## config.mk

```make
export PLATFORM = sky130hd
export DESIGN_NAME = ps2_note_receiver
export DESIGN_NICKNAME = d
export VERILOG_FILES = /design/src/rtl/ps2_note_receiver.sv
export SDC_FILE = /design/constraint.sdc
export NUM_CORES = 1
export LEC_CHECK = 0
export ABC_AREA = 1
export CAP_MARGIN = 20
export CELL_PAD_IN_SITES_DETAIL_PLACEMENT = 1
export CELL_PAD_IN_SITES_GLOBAL_PLACEMENT = 2
export CORE_UTILIZATION = 37
export DETAILED_ROUTE_END_ITERATION = 10
export MAX_ROUTING_LAYER = met4
export PLACE_DENSITY_LB_ADDON = 0.25
export SLEW_MARGIN = 20
export SYNTH_ARGS = -nofsm -noshare
export SYNTH_HDL_FRONTEND = slang
export SYNTH_SLANG_ARGS = --single-unit
```

## constraint.sdc

```tcl
create_clock -name clk_100MHz -period 1.7 [get_ports clk_100MHz]
set_input_delay 0.255 -clock clk_100MHz [delete_from_list [all_inputs] [get_ports clk_100MHz]]
set_output_delay 0.255 -clock clk_100MHz [all_outputs]
set_load 0.01 [all_outputs]
```

## src/rtl/ps2_note_receiver.sv

```systemverilog
// PS/2 keyboard receiver: synchronises and filters the PS/2 lines, checks 11-bit frames,
// and resolves F0/E0 prefixes into the held-key scan code shown by the VGA note display.
module ps2_note_receiver #(
    parameter int FILTER_LEN  = 8,
    parameter int TIMEOUT_CYC = 200000
) (
    input  logic       clk_100MHz,
    input  logic       reset,
    input  logic       ps2_clk,
    input  logic       ps2_data,
    output logic [7:0] scan,
    output logic       key_down,
    output logic       code_strobe,
    output logic       frame_err
);
    localparam int FCW = $clog2(FILTER_LEN + 1);
    localparam int TW  = $clog2(TIMEOUT_CYC + 1);

    typedef enum logic [1:0] {IDLE, DATA, PARITY, STOP} state_t;

    logic           clk_s1_q, clk_s2_q, dat_s1_q, dat_s2_q;
    logic           filt_q, filt_d;
    logic [FCW-1:0] fcnt_q, fcnt_d;
    logic           sample;

    state_t         state_q, state_d;
    logic [2:0]     bcnt_q, bcnt_d;
    logic [7:0]     sr_q, sr_d;
    logic           par_q, par_d;
    logic [TW-1:0]  to_q, to_d;
    logic           timeout;
    logic           bv_q, bv_d;
    logic           err_q, err_d;

    logic           brk_q, brk_d, ext_q, ext_d;
    logic [7:0]     scan_q, scan_d;
    logic           kd_q, kd_d;
    logic           stb_q, stb_d;

    // Synchronisers idle high, matching an idle PS/2 bus.
    always_ff @(posedge clk_100MHz or negedge reset) begin
        if (!reset) begin
            clk_s1_q <= 1'b1;
            clk_s2_q <= 1'b1;
            dat_s1_q <= 1'b1;
            dat_s2_q <= 1'b1;
            filt_q   <= 1'b1;
            fcnt_q   <= '0;
        end else begin
            clk_s1_q <= ps2_clk;
            clk_s2_q <= clk_s1_q;
            dat_s1_q <= ps2_data;
            dat_s2_q <= dat_s1_q;
            filt_q   <= filt_d;
            fcnt_q   <= fcnt_d;
        end
    end

    // Filtered clock flips on the FILTER_LEN-th consecutive differing sample.
    always_comb begin
        filt_d = filt_q;
        fcnt_d = fcnt_q;
        if (clk_s2_q == filt_q) begin
            fcnt_d = '0;
        end else if (fcnt_q == FCW'(FILTER_LEN - 1)) begin
            fcnt_d = '0;
            filt_d = clk_s2_q;
        end else begin
            fcnt_d = fcnt_q + 1'b1;
        end
    end

    assign sample  = filt_q && !clk_s2_q && (fcnt_q == FCW'(FILTER_LEN - 1));
    assign timeout = (state_q != IDLE) && (to_q == TW'(TIMEOUT_CYC));

    always_ff @(posedge clk_100MHz or negedge reset) begin
        if (!reset) begin
            state_q <= IDLE;
            bcnt_q  <= '0;
            sr_q    <= '0;
            par_q   <= 1'b0;
            to_q    <= '0;
            bv_q    <= 1'b0;
            err_q   <= 1'b0;
        end else begin
            state_q <= state_d;
            bcnt_q  <= bcnt_d;
            sr_q    <= sr_d;
            par_q   <= par_d;
            to_q    <= to_d;
            bv_q    <= bv_d;
            err_q   <= err_d;
        end
    end

    always_comb begin
        state_d = state_q;
        bcnt_d  = bcnt_q;
        sr_d    = sr_q;
        par_d   = par_q;
        to_d    = (state_q == IDLE) ? '0 : to_q + 1'b1;
        bv_d    = 1'b0;
        err_d   = 1'b0;
        // Timeout wins over any sample event landing on the same cycle.
        if (timeout) begin
            state_d = IDLE;
            bcnt_d  = '0;
            sr_d    = '0;
            to_d    = '0;
            err_d   = 1'b1;
        end else if (sample) begin
            to_d = '0;
            unique case (state_q)
                IDLE: begin
                    if (!dat_s2_q) begin
                        state_d = DATA;
                        bcnt_d  = '0;
                    end
                end
                DATA: begin
                    sr_d   = {dat_s2_q, sr_q[7:1]};
                    bcnt_d = bcnt_q + 1'b1;
                    if (bcnt_q == 3'd7) state_d = PARITY;
                end
                PARITY: begin
                    par_d   = dat_s2_q;
                    state_d = STOP;
                end
                STOP: begin
                    if ((^sr_q ^ par_q) && dat_s2_q) bv_d = 1'b1;
                    else                              err_d = 1'b1;
                    state_d = IDLE;
                end
                default: state_d = IDLE;
            endcase
        end
    end

    always_ff @(posedge clk_100MHz or negedge reset) begin
        if (!reset) begin
            brk_q  <= 1'b0;
            ext_q  <= 1'b0;
            scan_q <= 8'h00;
            kd_q   <= 1'b0;
            stb_q  <= 1'b0;
        end else begin
            brk_q  <= brk_d;
            ext_q  <= ext_d;
            scan_q <= scan_d;
            kd_q   <= kd_d;
            stb_q  <= stb_d;
        end
    end

    // sr_q still holds the completed byte while bv_q is high.
    always_comb begin
        brk_d  = brk_q;
        ext_d  = ext_q;
        scan_d = scan_q;
        kd_d   = kd_q;
        stb_d  = 1'b0;
        if (bv_q) begin
            if (sr_q == 8'hF0) begin
                brk_d = 1'b1;
            end else if (sr_q == 8'hE0) begin
                ext_d = 1'b1;
            end else if (ext_q) begin
                brk_d = 1'b0;
                ext_d = 1'b0;
            end else if (brk_q) begin
                brk_d = 1'b0;
                if (sr_q == scan_q) begin
                    scan_d = 8'h00;
                    kd_d   = 1'b0;
                    stb_d  = 1'b1;
                end
            end else begin
                scan_d = sr_q;
                kd_d   = 1'b1;
                stb_d  = 1'b1;
            end
        end
    end

    assign scan        = scan_q;
    assign key_down    = kd_q;
    assign code_strobe = stb_q;
    assign frame_err   = err_q;
endmodule

```

Word level (Yosys, flattened, before mapping)
Cells that the tools add are included.
{"block": "word_totals", "regBits": 55}
{"block": "op_classes", "add_sub_neg": 3, "eq_ne": 14, "mux": 38, "n_bitwise": 6, "n_reduce_logical": 19}
{"cell": "$mux 18", "n": 3}
{"cell": "$mux 8", "n": 5}
{"cell": "$mux 1", "n": 19}
{"cell": "$add 18x1->18 const B", "n": 1}
{"cell": "$eq 18x18->1 const B", "n": 1}
{"cell": "$eq 8x8->1 const B", "n": 2}
{"cell": "$mux 3", "n": 3}
{"cell": "$reduce_and 3->1", "n": 3}
{"cell": "$eq 8x8->1", "n": 1}
{"cell": "$mux 2", "n": 4}
{"cell": "$mux 4", "n": 2}
{"cell": "$pmux 2 s4", "n": 1}
{"cell": "$reduce_and 2->1", "n": 4}
{"cell": "$reduce_xor 8->1", "n": 1}
{"cell": "$ne 3x3->1 const B", "n": 2}
{"cell": "$pmux 3 s2", "n": 1}
{"cell": "$reduce_bool 2->1", "n": 3}
{"cell": "$not 1->1", "n": 5}
{"cell": "$reduce_and 5->1", "n": 1}
{"cell": "$add 4x1->4 const B", "n": 1}
{"cell": "$eq 2x2->1 const B", "n": 2}
{"cell": "$eq 4x3->1 const B", "n": 1}
{"cell": "$logic_and 1x1->1", "n": 4}
{"cell": "$add 3x1->3 const B", "n": 1}
{"cell": "9 further kinds", "n": 9}

Longest topological paths before layout
Gate-level depths: netlist of run 1.
{"block": "depth", "word_depth": 7, "ltp_mapped": 11, "depth_no_buf": 11}

Worst setup path after synthesis of run 1
No wires, ideal clock.
{"block": "synth_timing", "path_kind": "register -> register", "start": "register sr_q[2]", "end": "register scan_q[0] (netlist: scan[0])", "arrival_ns": 1.396, "slack_ns": 0.186, "stages_incl_launch_ff": 9, "path_buffers": 0, "period_less_slack_ns": 1.514, "cell_sequence": "dfrtp_1 -> inv_1 -> ha_1 -> nand4_1 -> nand3_1 -> nor3_4 -> inv_2 -> nand3_1 -> nand2_1"}
{"block": "synth_between", "elab_chain_cells": 3, "word_cells_on_any_way": 7, "classes_between": "eq/ne (4); bitwise (2); reduce/logical (1)"}
{"element": "start, declared", "line_no": "28", "text": "logic [7:0] sr_q, sr_d;"}
{"element": "start signal, assigned", "line_no": "88", "text": "sr_q <= sr_d;"}
{"element": "$eq 8x8->1, on equally long branches", "line_no": "172, 163, 165"}
{"element": "$ne 2x1->1 (no source line) / $not 1->1 (equally long branches)"}
{"element": "$reduce_and 5->1 (no source line) *"}
{"element": "end signal, assigned", "line_no": "149", "text": "scan_q <= scan_d;"}
{"element": "end, declared", "line_no": "36", "text": "logic [7:0] scan_q, scan_d;"}
Every way passes the cells marked *; elsewhere a longest branch is shown, timed or not.
A chain may end at the register's enable or synchronous reset.

Final worst setup path of run 1
{"block": "layout_timing", "start": "register to_q[0]", "end": "register to_q[13]"}
{"block": "layout_between", "elab_chain_cells": 4, "word_cells_on_any_way": 6, "classes_between": "add/sub (1); eq/ne (1); mux (3); reduce/logical (1)"}
{"element": "start, declared", "line_no": "30", "text": "logic [TW-1:0] to_q, to_d;"}
{"element": "start signal, assigned", "line_no": "90", "text": "to_q <= to_d;"}
{"element": "$add 18x1->18", "line_no": "101", "text": "to_d = (state_q == IDLE) ? '0 : to_q + 1'b1;"}
{"element": "$mux 18", "line_no": "101"}
{"element": "$mux 18", "line_no": "111", "text": "end else if (sample) begin"}
{"element": "$mux 18 *", "line_no": "105", "text": "if (timeout) begin"}
{"element": "named net to_d[13]", "line_no": "30"}
Mark *: on every way through the listed nets, which the timed path passes. The rest lies on a longest branch.

==> results.py, run 1 <==
metrics = {
    "cells_and_area": {
        "sequential_cell_area_sq_mm": 0.00138,
        "area_of_all_placed_cells_without_fillers_sq_mm": 0.00369,
        "nets": 430,
        "flow.area_growth_from_synthesis_pct": 19.9,
        "final.fill_count": 986,
        "diodes": 0,
        "layout.cells.non_filler": 514,
        "multiInputGateArea_sq_mm": 0.00153,
        "layout-drive-gt1-share": 0.180,
    },
    "timing": {
        "setup_violating_endpoint_count_in_the_final_report": 0,
        "final_max_slew_viol_count": 0,
        "fmaxAchievable_ghz": 0.631,
        "final_worst_path_setup_slack_ns": 0.116,
        "fin_crit_ns": 1.58,
        "finalClockSkew_ns": 0.00917,
        "post-route-period-util": 0.932,
        "tightestPinTransition_ns": 0.563,
        "relSlewSlack": 0.624,
        "final-hold-violation-count": 0,
        "tns_ns": 0,
    },
    "floorplan": {
        "die_height_um": 93.2,
        "floorplan.initialDensity": 0.390,
        "placeableCoreArea_sq_mm": 0.00789,
        "dieWidth_um": 93.2,
        "design.portCount": 15,
        "placement_rows": 32,
        "die_area_sq_mm": 0.00868,
    },
    "clock_network": {
        "clock-root-buffer": "clkbuf_8",
        "max_h_tree_level": 2,
        "tritoncts.num_buffers": 5,
        "clock_latency_ns": 0.31,
        "cts_tree": "built",
        "clock_transition_at_the_registers_of_the_reported_paths_ns": 0.10,
        "cts.sink_count": 55,
        "cts_buffer_depth": 2,
    },
    "setup_path": {
        "r2r_slack_ns": 0.12,
        "cp-end-kind": "flop",
        "worstPathArrival_ns": 1.78,
        "worst-r2r-cell-count": 10,
        "crit-reg2reg-launch": "to_q[0]$_DFF_PN0_",
        "timing.critical_path.from_type": "flop",
        "worstPathRequired_ns": 1.90,
        "r2r-end": "to_q[13]$_DFF_PN0_",
        "critical_path.max_fanout": 5,
        "worstSetupPathType": "reg2reg",
    },
    "logic_synthesis": {
        "syn_area_per_cell_sq_um": 8.29,
        "ys_ff_latch": 55,
        "yosysSeqAreaShare": 0.450,
        "synth_cell_type_count": 31,
        "yosys.area.top_type": "dfrtp_1",
        "synthesis.area_sq_mm": 0.00308,
        "synth_nets": 390,
        "yosys.area.top_type_share": 0.407,
        "netlist_instances": 371,
        "synthTopCellsByArea": "dfrtp_1, nand2_1, inv_1, ha_1, nor2_1",
        "yosys_warnings": 0,
    },
    "power_and_ir_drop": {
        "pwr-share-clk": 0.339,
        "p_sw_uw": 584,
        "share_seq_of_total_power": 0.585,
        "power.ir.vdd_worst_mv": 0.316,
        "power.density_mw_per_mm2": 648,
        "power_uw": 2390,
        "switching_share": 0.244,
        "internal_power_uw": 1810,
        "static-leakage-power_uw": 0.00180,
        "combPwrFrac": 0.076,
    },
    "hold_path": {
        "worst_hold_startpoint": "ps2_data",
        "hold-path-endpoint": "dat_s1_q$_DFF_PN1_",
        "min-delay-path-class": "in2reg",
        "hold_path_cells": 1,
    },
    "place": {
        "numPortBuffers": 14,
        "pre_cts_worst_setup_slack_ns": -0.0291,
        "dpl-instance-area_sq_mm": 0.00345,
        "globalplace.congestion": 0.770,
        "place_hpwl_mm": 5.43,
        "dp.cells": 499,
    },
    "routing": {
        "via_per_inst": 4.84,
        "route.detailed.wl_per_inst_um": 13.6,
        "via_count": 2486,
        "route.detailed.drc": 0,
        "violation_count_after_the_first_detailed_route_iteration": 49,
        "routed_wirelength_mm": 7.00,
        "antenna_violating_nets_post_route": 0,
        "drt-pass1-iter-count": 4,
    },
    "global_route": {
        "grtUsageTotal": 0.188,
        "globalRouteOverflowTotal": 0,
        "grt_start_max_net_pins": 22,
        "first_global_vias": 2738,
        "grt_pass1_wl_mm": 12.6,
        "grt_antenna_before_repair": 0,
    },
    "status": {
        "run_status": "completed",
    },
    "job": {
        "max_capacitance_violation_total": 0,
    },
}
kinds of logic after synthesis:
| logic type | count (synthesis) | synth area share |
|---|---|---|
| XOR/XNOR | 19 | 0.0541 |
| AND/OR/NAND/NOR | 204 | 0.318 |
| flip-flops | 55 | 0.450 |
| buffers and inverters | 58 | 0.0797 |
| adder cells (fa/ha/maj) | 15 | 0.0610 |
| AO/OA/AOI/OAI | 20 | 0.0378 |
worst max-delay path: stages (launching register included):
cell	delay [ns]
dfrtp_1	0.42
inv_2	0.07
ha_2	0.17
inv_1	0.04
nor2_1	0.07
nand3_1	0.11
nor2_4	0.18
nand2_4	0.09
nand3_4	0.09
buf_4	0.16
nor3_1	0.05
timing repair:
action	in CTS	in global routing
endpoints found under the hold margin	18	0
pin swaps	1	3
hold buffers	1	0
endpoints found under the setup margin	13	36
gates resized for setup	0	17
setup buffers	1	4
gates cloned	0	1
metal layers:
metal	up-vias	GRT usage	part of all wire
met5	-	-	0
met4	0	0.0436	0.013
met3	7	0.0301	0.020
met2	22	0.325	0.50
met1	1227	0.232	0.47
li1	1230	-	-
stage by stage:
| stage | utilization | hold WS [ns] |
|---|---|---|
| after floorplan | - | -0.0406 |
| after global placement | 0.438 | 0.276 |
| after detailed placement | 0.438 | 0.280 |
| after CTS | 0.453 | 0.336 |
| after global routing | 0.467 | 0.343 |
| final | 0.467 | 0.340 |
placed cells by master (no fill, tap or decap), types with 2 or more instances in the layout:
master	netlist	final
nand3_2	4	3
nand3_1	24	23
nand2_4	2	3
nor2_4	5	8
nand3_4	2	5
clkbuf_8	0	7
a21oi_1	4	4
dfstp_2	5	5
ha_1	15	14
xor2_1	8	8
nand2_1	99	98
nand2_2	4	4
nor3_1	7	7
o21ai_0	7	7
nand4_1	4	4
o21ai_2	4	5
inv_2	2	3
buf_12	0	3
xnor2_1	11	10
dfrtp_1	50	50
nor2_2	4	4
inv_1	52	51
nor2_1	42	39
o21ai_1	4	3
clkdlybuf4s50_1	0	13
buf_4	0	16
nor3_2	2	2
flip-flops by register name, indices dropped and copies added (netlist names), 2 cells and up:
| name | cells |
|---|---|
| sr_q | 8 |
| bcnt_q | 3 |
| fcnt_q | 4 |
| scan | 8 |
| state_q | 2 |
| to_q | 18 |
how the worst max path moves through the flow:
stage	from	endpoint	slack, ns	depth (start not counted)
2_1_floorplan	sr_q[2]$_DFFE_PN0P_	scan[0]$_DFFE_PN0P_	0.19	8
5_1_grt	state_q[0]$_DFFE_PN0P_	bcnt_q[0]$_DFFE_PN0P_	-0.003	8
3_3_place_gp	to_q[0]$_DFF_PN0_	sr_q[6]$_DFFE_PN0P_	0.04	10
4_1_cts	to_q[0]$_DFF_PN0_	sr_q[0]$_DFFE_PN0P_	-0.006	10
3_5_place_dp	sr_q[3]$_DFFE_PN0P_	scan[4]$_DFFE_PN0P_	-0.03	8
6_report	to_q[0]$_DFF_PN0_	to_q[13]$_DFF_PN0_	0.12	10
Yosys cell counts, drive strengths merged:
cell type / count
nor3b: 1
nor2: 51
xor2: 8
o21ai: 15
nand3: 30
nand2: 105
inv: 55
a21oi: 4
nand3b: 1
xnor2: 11
a31oi: 1
or2: 1
buf: 3
nor3: 10
nand4: 4
ha: 15
and2: 1
dfrtp: 50
dfstp: 5
power groups by stage:
stage | clock (uW) | sequential [uW] | combinational [uW]
floorplan | 0 | 1410 | 105
global placement | 0 | 1420 | 172
detailed placement | 0 | 1420 | 182
CTS | 846 | 1400 | 186
global route | 892 | 1400 | 211
finish | 810 | 1400 | 182
area by class of cell:
| class | count | area share |
|---|---|---|
| Clock buffer | 8 | 0.0271 |
| Inverter | 55 | 0.0573 |
| Multi-Input combinational cell | 259 | 0.415 |
| Sequential cell | 55 | 0.375 |
| Tap cell | 102 | 0.0346 |
| Timing Repair Buffer | 35 | 0.0913 |
No activity file was read; power rests on OpenSTA's default activity.
==> run 2: changes to the inputs <==
--- a/config.mk
+++ b/config.mk
@@ -9,8 +9,9 @@
 export CAP_MARGIN = 20
 export CELL_PAD_IN_SITES_DETAIL_PLACEMENT = 1
 export CELL_PAD_IN_SITES_GLOBAL_PLACEMENT = 2
-export CORE_UTILIZATION = 37
+export CORE_UTILIZATION = 39
 export DETAILED_ROUTE_END_ITERATION = 10
+export DONT_BUFFER_PORTS = 1
 export MAX_ROUTING_LAYER = met4
 export PLACE_DENSITY_LB_ADDON = 0.25
 export SLEW_MARGIN = 20
==> results.py, run 2 (synthesis results as in run 1) <==
metrics = {
    "cells_and_area": {
        "final.fill_count": 954,
        "multiInputGateArea_sq_mm": 0.00148,
        "largest_reg_flops": 18,
        "area_of_all_placed_cells_without_fillers_sq_mm": 0.00352,
        "sequential_cell_area_sq_mm": 0.00138,
        "mostFrequentLayoutCell": "nand2_1",
        "nets": 415,
        "final_core_utilization": 0.458,
        "layout-drive-gt1-share": 0.174,
        "diodes": 0,
        "final_cell_mix": "nand2_1, inv_1, dfrtp_1, nor2_1, nand3_1",
        "regMostFlops": "to_q",
        "flow.area_growth_from_synthesis_pct": 14.5,
    },
    "floorplan": {
        "floorplan.initialDensity": 0.400,
        "placeableCoreArea_sq_mm": 0.00769,
        "placement_rows": 32,
        "design.portCount": 15,
        "dieWidth_um": 90.8,
        "die_area_sq_mm": 0.00824,
        "die_height_um": 90.8,
    },
    "timing": {
        "final-hold-violation-count": 0,
        "setup_violating_endpoint_count_in_the_final_report": 0,
        "post-route-period-util": 0.933,
        "final_max_slew_viol_count": 0,
        "hold_slack_ns": 0.361,
        "tightestPinTransition_ns": 0.308,
        "relSlewSlack": 0.793,
        "fin_crit_ns": 1.59,
        "finalClockSkew_ns": 0.00834,
        "fmaxAchievable_ghz": 0.631,
        "rsz0062_at_grt": "yes",
        "tns_ns": 0,
    },
    "power_and_ir_drop": {
        "static-leakage-power_uw": 0.00173,
        "power.ir.vdd_worst_mv": 0.314,
        "power.density_mw_per_mm2": 706,
        "power_uw": 2490,
    },
    "setup_path": {
        "worstSetupPathType": "reg2reg",
        "worstPathRequired_ns": 1.91,
        "critical_path.max_fanout": 4,
        "worstPathArrival_ns": 1.80,
        "timing.critical_path.from_type": "flop",
        "setup.worst_path.end": "bcnt_q[0]$_DFFE_PN0P_",
        "critical_path.startpoint": "fcnt_q[0]$_DFF_PN0_",
        "r2r_slack_ns": 0.11,
        "cp-end-kind": "flop",
        "r2r-end": "bcnt_q[0]$_DFFE_PN0P_",
        "worst-r2r-cell-count": 10,
        "crit-reg2reg-launch": "fcnt_q[0]$_DFF_PN0_",
    },
    "clock_network": {
        "tritoncts.num_buffers": 5,
        "clock_transition_at_the_registers_of_the_reported_paths_ns": 0.10,
        "cts_buffer_depth": 2,
        "clock_latency_ns": 0.31,
        "cts_tree": "built",
        "clock-root-buffer": "clkbuf_8",
        "max_h_tree_level": 2,
        "cts.sink_count": 55,
    },
    "place": {
        "place_hpwl_mm": 4.98,
        "dpl-instance-area_sq_mm": 0.00327,
        "numPortBuffers": 0,
        "globalplace.congestion": 0.739,
    },
    "routing": {
        "route.detailed.drc": 0,
        "drt-pass1-iter-count": 4,
        "routed_wirelength_mm": 6.56,
        "antenna_violating_nets_post_route": 0,
        "violation_count_after_the_first_detailed_route_iteration": 91,
        "via_count": 2358,
        "route.detailed.wl_per_inst_um": 13.2,
        "via_per_inst": 4.73,
    },
    "global_route": {
        "grt_pass1_wl_mm": 11.7,
        "grtUsageTotal": 0.182,
        "grt_antenna_before_repair": 0,
        "first_global_vias": 2489,
        "globalRouteOverflowTotal": 0,
        "grt_start_max_net_pins": 56,
    },
    "job": {
        "max_capacitance_violation_total": 0,
    },
    "hold_path": {
        "min-delay-path-class": "reg2reg",
    },
    "status": {
        "run_status": "completed",
    },
}
-- run 2: changes by cell type in the layout (fill, tap and decap cells not counted), sizes merged --
cell | before | now
buf | 21 | 18
bufinv | 0 | 1
clkbuf | 8 | 5
clkdlybuf4s50 | 13 | 0
clkinvlp | 0 | 1
dlygate4sd3 | 1 | 3
inv | 55 | 56
nand3 | 31 | 30
-- run 2: repair_timing --
item,in CTS,in global routing
hold buffers,4,0
setup endpoints to repair,0,33
setup buffers,0,4
hold endpoints to repair,57,0
gates resized for setup,0,11
-- run 2: area by class of cell --
type | instances | area share
multi-input combinational | 258 | 0.420
inverter | 55 | 0.0601
clock inverter | 3 | 0.0131
sequential | 55 | 0.393
tap | 102 | 0.0362
clock buffer | 5 | 0.0195
timing repair buffer | 21 | 0.0583
-- run 2: where the power goes --
part	total, uW	leakage [uW]	internal [uW]	switching [uW]
Sequential	1400	0.000749	1360	33.9
Clock	906	0.0000548	445	461
Combinational	183	0.000929	68.9	114
Total	2490	0.00173	1880	609
-- run 2: critical path, stage by stage, from the launching register on --
cell and delay, ns:
dfrtp_1 0.39, ha_2 0.21, nand2_2 0.07, nor2_4 0.15
nand2_4 0.12, nor2_2 0.17, inv_1 0.06, nand2_1 0.10
nand2_1 0.10, nand2_1 0.07, nand2_1 0.05
-- run 2: routing by layer --
| layer | wire length, um | track usage | share of wire | vias to the layer above |
|---|---|---|---|---|
| li1 | - | - | - | 1199 |
| met1 | 3050 | 0.229 | 0.46 | 1135 |
| met2 | 3300 | 0.305 | 0.50 | 19 |
| met3 | 143 | 0.0328 | 0.022 | 5 |
| met4 | 76 | 0.0437 | 0.012 | 0 |
| met5 | 0 | - | 0 | - |
-- run 2: how the worst min path moves through the flow --
| stage | from | to | slack, ns | cells after the start |
|---|---|---|---|---|
| floorplan | reset | bcnt_q[0]$_DFFE_PN0P_ | -0.04 | 0 |
| global placement | reset | fcnt_q[2]$_DFF_PN0_ | -0.04 | 0 |
| detailed placement | reset | fcnt_q[2]$_DFF_PN0_ | -0.04 | 0 |
| CTS | clk_s1_q$_DFF_PN1_ | clk_s2_q$_DFF_PN1_ | 0.36 | 0 |
| global route | clk_s1_q$_DFF_PN1_ | clk_s2_q$_DFF_PN1_ | 0.37 | 0 |
| finish | clk_s1_q$_DFF_PN1_ | clk_s2_q$_DFF_PN1_ | 0.36 | 0 |
-- run 2: metrics by stage --
step | worst slack (ns) | std cells
after floorplan | 0.186 | 371
after global placement | 0.0945 | 483
after detailed placement | 0.0217 | 483
after CTS | 0.00645 | 495
after global routing | -0.0218 | 499
final | 0.114 | 499
